<file path="src/rtl/wb_release_unit.sv">
// Writeback release unit: reads a victim line beat-by-beat from the data
// array and streams it out on the C channel as ReleaseData (voluntary) or
// ProbeAckData (probe response), then waits for ReleaseAck on voluntary lines.
module wb_release_unit #(
    parameter int BEATS = 8
) (
    input  logic        clock,
    input  logic        reset,

    input  logic        io_req_valid,
    output logic        io_req_ready,
    input  logic [19:0] io_req_bits_tag,
    input  logic [5:0]  io_req_bits_idx,
    input  logic [2:0]  io_req_bits_param,
    input  logic [7:0]  io_req_bits_way_en,
    input  logic        io_req_bits_voluntary,

    output logic        io_data_req_valid,
    input  logic        io_data_req_ready,
    output logic [7:0]  io_data_req_bits_way_en,
    output logic [11:0] io_data_req_bits_addr,
    input  logic [63:0] io_data_resp,

    output logic        io_release_valid,
    input  logic        io_release_ready,
    output logic [2:0]  io_release_bits_opcode,
    output logic [2:0]  io_release_bits_param,
    output logic [31:0] io_release_bits_address,
    output logic [63:0] io_release_bits_data,

    input  logic        io_release_ack,

    output logic        io_busy,
    output logic [5:0]  io_busy_idx
);

    localparam logic [2:0] LAST_BEAT        = 3'(BEATS - 1);
    localparam logic [2:0] OP_RELEASE_DATA  = 3'd7;
    localparam logic [2:0] OP_PROBE_ACK_DAT = 3'd5;

    typedef enum logic [2:0] {
        IDLE,
        READ,
        RESP,
        SEND,
        ACK
    } state_t;

    state_t      state;
    state_t      state_nxt;

    logic [19:0] tag_q;
    logic [5:0]  idx_q;
    logic [2:0]  param_q;
    logic [7:0]  way_en_q;
    logic        voluntary_q;
    logic [2:0]  beat_q;
    logic [63:0] beat_data_q;

    // State register; reset abandons any line in flight.
    always_ff @(posedge clock or posedge reset) begin
        if (reset) begin
            state <= IDLE;
        end else begin
            state <= state_nxt;
        end
    end

    // Next-state: one read, one response capture, one send per beat.
    always_comb begin
        state_nxt = state;
        case (state)
            IDLE: if (io_req_valid)      state_nxt = READ;
            READ: if (io_data_req_ready) state_nxt = RESP;
            RESP:                        state_nxt = SEND;
            SEND: begin
                if (io_release_ready) begin
                    if (beat_q != LAST_BEAT) state_nxt = READ;
                    else if (voluntary_q)    state_nxt = ACK;
                    else                     state_nxt = IDLE;
                end
            end
            ACK:  if (io_release_ack)    state_nxt = IDLE;
            default:                     state_nxt = IDLE;
        endcase
    end

    // Request capture, beat counter and beat data register.
    always_ff @(posedge clock or posedge reset) begin
        if (reset) begin
            tag_q       <= '0;
            idx_q       <= '0;
            param_q     <= '0;
            way_en_q    <= '0;
            voluntary_q <= 1'b0;
            beat_q      <= '0;
            beat_data_q <= '0;
        end else begin
            if (state == IDLE && io_req_valid) begin
                tag_q       <= io_req_bits_tag;
                idx_q       <= io_req_bits_idx;
                param_q     <= io_req_bits_param;
                way_en_q    <= io_req_bits_way_en;
                voluntary_q <= io_req_bits_voluntary;
                beat_q      <= '0;
            end
            if (state == RESP) begin
                beat_data_q <= io_data_resp;
            end
            // The counter holds at the last beat, so it never wraps within a line.
            if (state == SEND && io_release_ready && beat_q != LAST_BEAT) begin
                beat_q <= beat_q + 3'd1;
            end
        end
    end

    // Outputs decoded from state and captured request fields.
    always_comb begin
        io_req_ready            = (state == IDLE);
        io_busy                 = (state != IDLE);
        io_busy_idx             = idx_q;

        io_data_req_valid       = (state == READ);
        io_data_req_bits_way_en = way_en_q;
        io_data_req_bits_addr   = {idx_q, beat_q, 3'b000};

        io_release_valid        = (state == SEND);
        io_release_bits_opcode  = voluntary_q ? OP_RELEASE_DATA : OP_PROBE_ACK_DAT;
        io_release_bits_param   = param_q;
        io_release_bits_address = {tag_q, idx_q, 6'b000000};
        io_release_bits_data    = beat_data_q;
    end

endmodule

</file>
<file path="config.mk">
export PLATFORM = sky130hd
export DESIGN_NAME = wb_release_unit
export DESIGN_NICKNAME = d
export VERILOG_FILES = /design/src/rtl/wb_release_unit.sv
export SDC_FILE = /design/constraint.sdc
export NUM_CORES = 1
export LEC_CHECK = 0
export CAP_MARGIN = 10
export CORE_ASPECT_RATIO = 1.4
export CORE_UTILIZATION = 39
export DETAILED_ROUTE_END_ITERATION = 6
export GPL_TIMING_DRIVEN = 0
export HOLD_SLACK_MARGIN = 0.08
export PLACE_DENSITY = 0.81
export SYNTH_ARGS = -nofsm -noshare
export SYNTH_HDL_FRONTEND = slang
export SYNTH_SLANG_ARGS = --single-unit
</file>
<file path="constraint.sdc">
create_clock -name clock -period 4.57 [get_ports clock]
set_input_delay 0.6855 -clock clock [delete_from_list [all_inputs] [get_ports clock]]
set_output_delay 0.6855 -clock clock [all_outputs]
set_load 0.01 [all_outputs]
</file>
# == After elaboration in Yosys (flattened, before gate mapping) ==
# Index checks and enable logic that the tools add are counted.
# W data, S select, Z words.
# op_classes
add_sub_neg,1
eq_ne,9
muxes,10
reduce_logical,7
# ops
op,count
$mux W3,8
$pmux W3 S5,1
$eq A3 B2 Y1 const B,2
$ne A2 B1 Y1 const B,2
$ne A2 B2 Y1 const B,2
$reduce_and A4 Y1,1
$add A3 B1 Y3 const B,1
$eq A3 B1 Y1 const B,1
$eq A3 B3 Y1 const B,1
$logic_and A1 B1 Y1,3
$logic_not A3 Y1,1
$ne A3 B3 Y1 const B,1
$reduce_bool A3 Y1,1
$mux W2,1
$reduce_bool A2 Y1,1
# totals
ff_bits,108
wordCells,35

# == Longest topological paths before layout ==
# logic_depth
word_depth,4
mapped_depth,5

# == Least setup slack after synthesis ==
# No wires, ideal clock.
# synth_path
path_kind,register to output
from,reg state[1]
to,out io_busy
t_arrival_ns,1.057
slack_ns,2.827
stages_incl_launch_ff,4
path_buffers,1
cell_sequence,dfrtp_1 > buf_4 > nor3_1 > inv_1
# synth_via
elab_chain_len,1
# synth_rtl
item,line_no,source
start: declaration,49,state_t state;
start signal: assignment,65,state <= state_nxt;
$reduce_bool A3 Y1,120,io_busy = (state != IDLE);
end: declaration,33,"output logic io_busy,"
# No other way between the ends.

# == Worst setup path in the final report ==
# layout_path
from,reg state[1]
to,out io_req_ready
# layout_via
elab_chain_len,1
# layout_rtl
item,line_no,source
$logic_not A3 Y1,119,io_req_ready = (state == IDLE);
end: declaration,11,"output logic io_req_ready,"
# No other way between the ends.

==> results.py <==
metrics = {
    "clock_tree": {
        "clock_latency_ps": 340,
        "clk_path_buf_depth": 2,
        "cts_setup_buffers": 0,
        "htree_levels": 3,
        "cts_tree": "done",
        "cts.sinks": 108,
        "cts_made_buffers": 9,
        "clk_pin_slew_ps": 70,
        "cts-root-buf": "clkbuf_16",
        "cts_resized": 0,
        "postCtsHoldBufs": 0,
    },
    "sta": {
        "finalHoldViolCount": 0,
        "tightest_slew_ps": 659,
        "rsz0062_at_grt": "no",
        "clock_skew_ps": 6.71,
        "fmax_mhz": 393,
        "fin_crit_sh": 0.556,
        "setup_violations": 0,
        "report.final.slew_viol_count": 0,
        "setup_slack_ps": 2030,
        "relSlewSlack": 0.561,
        "finalWorstPathRequiredPeriod_ps": 2540,
    },
    "worst_setup_path": {
        "cp_top_family": "buffers and inverters",
        "r2r_end": "tag_q[13]",
        "cp.required_ps": 3880,
        "r2r_start": "state[0]",
        "endpoint_kind": "output pin",
        "cp_slowest_cell": "clkdlybuf4s50_1",
        "worst-path-buf-inv": 2,
        "reg2reg_slack_ps": 2890,
        "slowest_delay_ps": 600,
        "path_max_fanout": 10,
        "r2r_cells": 4,
        "timing.critical_path.from_type": "flip-flop",
        "cp.arrival_ps": 1860,
        "crit_type": "flip-flop to output pin",
        "crit_chain": "buf_4 > nor3_1 > clkdlybuf4s50_1",
    },
    "routing": {
        "vias": 3129,
        "drtIter0Drc": 83,
        "drtPass1Iterations": 4,
        "routedWlPerCell_um": 15.9,
        "route.detailed.drc": 0,
        "via_per_inst": 4.63,
        "routed_wirelength_um": 10800,
        "ant_nets": 0,
    },
    "floorplan": {
        "boundaryPins": 240,
        "die_y_um": 127,
        "die_w_um": 91.6,
        "core_area_um2": 10900,
        "num_rows": 45,
        "initial_core_util": 0.401,
        "design.die.area_um2": 11700,
    },
    "yosys": {
        "avgSynthCellArea_um2": 15.6,
        "ys_seq_elements": 108,
        "netlist_instances": 281,
        "synthXorXnorAreaFrac": 0,
        "synth_cell_types": 22,
        "yosys.area_share.simple": 0.0305,
        "synth_top_family_by_area": "multiplexers",
        "synthTopCellsByArea": "dfrtp_1 62%, mux2_2 27%, buf_4 5.1%",
        "synthAdderAreaFrac": 0.00571,
        "synth-compound-area-share": 0.00342,
        "synth.top_cell.area_share": 0.616,
        "synthMuxAreaShare": 0.272,
        "syn_area_um2": 4390,
        "yosys_warnings": 0,
        "yosysSeqAreaShare": 0.616,
        "synth_top_cell_by_area": "dfrtp_1",
    },
    "grt": {
        "gr-usage-met2": 0.356,
        "top_usage_layer": "met2",
        "grt_use_total": 0.189,
        "antenna_found_initial": 0,
        "grt_pass1_vias": 3388,
        "grt_pass1_wl_um": 16800,
        "grt_use_met3": 0.0423,
        "grt_max_degree": 59,
        "overflow": 0,
        "met1_usage": 0.194,
    },
    "final_layout": {
        "diodes": 0,
        "fin_cells": 676,
        "regArea_um2": 2700,
        "area_growth_pct": 65.5,
        "multi_input_area_um2": 1410,
        "drive_above_1_share": 0.308,
        "num-nets-final": 640,
        "fillers": 808,
    },
    "run": {
        "max-cap-violations": 0,
    },
    "power_and_ir_drop": {
        "power_density_nw_per_um2": 703,
        "leakagePower_nw": 3.07,
        "irDropWorstVdd_mv": 0.447,
    },
    "place": {
        "dp_hpwl_um": 8400,
        "dp_cells": 660,
        "io_buffer_count": 228,
        "dpl_worst_slack_ps": 2320,
        "gp_congestion": 0.721,
    },
    "hold_path": {
        "holdPathStages": 1,
        "worstHoldStart": "io_release_bits_data[49]",
        "hp-class": "flip-flop to flip-flop",
        "hold_end": "io_release_bits_data[49]",
    },
    "status": {
        "outcome": "complete, no violations",
    },
}
placed cells by master (no fill, tap or decap), drive strengths merged:
master         netlist  layout
clkdlybuf4s50        0     228
dfrtp              108     108
mux2               104     104
buf                 38      39
conb                 2      11
clkbuf               0      10
nand2                5       5
nor2                 3       3
bufinv               0       3
mux2i                2       2
nor2b                2       2
nor3                 2       2
or2                  2       2
a21oi                2       2
ha                   2       2
nor3b                2       2
inv                  2       2
clkinv               0       2
nor4b                1       1
nand2b               1       1
nand4b               1       1
or4b                 1       1
o21ai                1       1
clkinvlp             0       1
sequential cells by signal (all words and copies together) (netlist names):
signal	flops
tag_q	20
io_release_bits_param	3
voluntary_q	1
beat_q	3
state	3
io_release_bits_data	64
io_data_req_bits_way_en	8
io_busy_idx	6
cells by family after synthesis:
logic type	after synthesis
AOI/OAI and AO/OA	3
muxes	106
and+or+nand+nor	20
DFF	108
buffers and inverters	40
other	2
adders and majority gates	2
where the power goes:
| group | leakage, nW | internal [W] | switching [W] |
|---|---|---|---|
| logic | 1.61 | 0.00162 | 0.000882 |
| registers | 1.28 | 0.00144 | 0.000266 |
| clock network | 0.169 | 0.000551 | 0.000341 |
| total | 3.07 | 0.00361 | 0.00149 |
final cells by class:
type	instances	area share
clock inverter	6	0.0153
multi-input combinational	142	0.194
buffer	38	0.0417
inverter	2	0.00138
timing repair buffer	229	0.318
sequential	108	0.372
tap	141	0.0243
clock buffer	10	0.0329
how the worst max path moves through the flow:
| stage | startpoint | endpoint | slack [ps] | cells after the start |
|---|---|---|---|---|
| detailed placement | io_req_valid | tag_q[9] | 2320 | 4 |
| global placement | reset | io_release_bits_param[2] | -400 | 2 |
| CTS | state[1] | io_req_ready | 2060 | 3 |
| floorplan | reset | beat_q[0] | 1040 | 1 |
| finish | state[1] | io_req_ready | 2030 | 3 |
| global route | state[1] | io_req_ready | 1950 | 3 |
through the flow:
stage	total power [W]	hold slack (ps)	area, um^2	util	setup TNS, ps
floorplan	0.00285	505	4420	-	0
global placement	0.00415	489	6880	0.630	-41980
detailed placement	0.00425	494	6910	0.632	0
CTS	0.00516	510	7260	0.664	0
global route	0.00538	520	7260	0.664	0
finish	0.00510	506	7260	0.664	0
Yosys cell counts:
library cell / n
mux2i_1: 2
or2_2: 2
dfrtp_1: 108
nand4b_1: 1
nand2_1: 5
nor4b_4: 1
nor3b_2: 1
buf_2: 2
o21ai_0: 1
nor2_1: 3
a21oi_1: 2
buf_6: 6
conb_1: 2
inv_1: 2
nor2b_1: 2
buf_4: 30
nor3b_1: 1
or4b_2: 1
nand2b_1: 1
nor3_1: 2
ha_1: 2
mux2_2: 104
layer usage:
layer  vias up  part of all wire
met5         -                 0
met4         0             0.025
met3        19             0.065
met2       134              0.57
met1      1541              0.34
li1       1435                 -
Note: power is estimated with default switching activity, not from simulation.
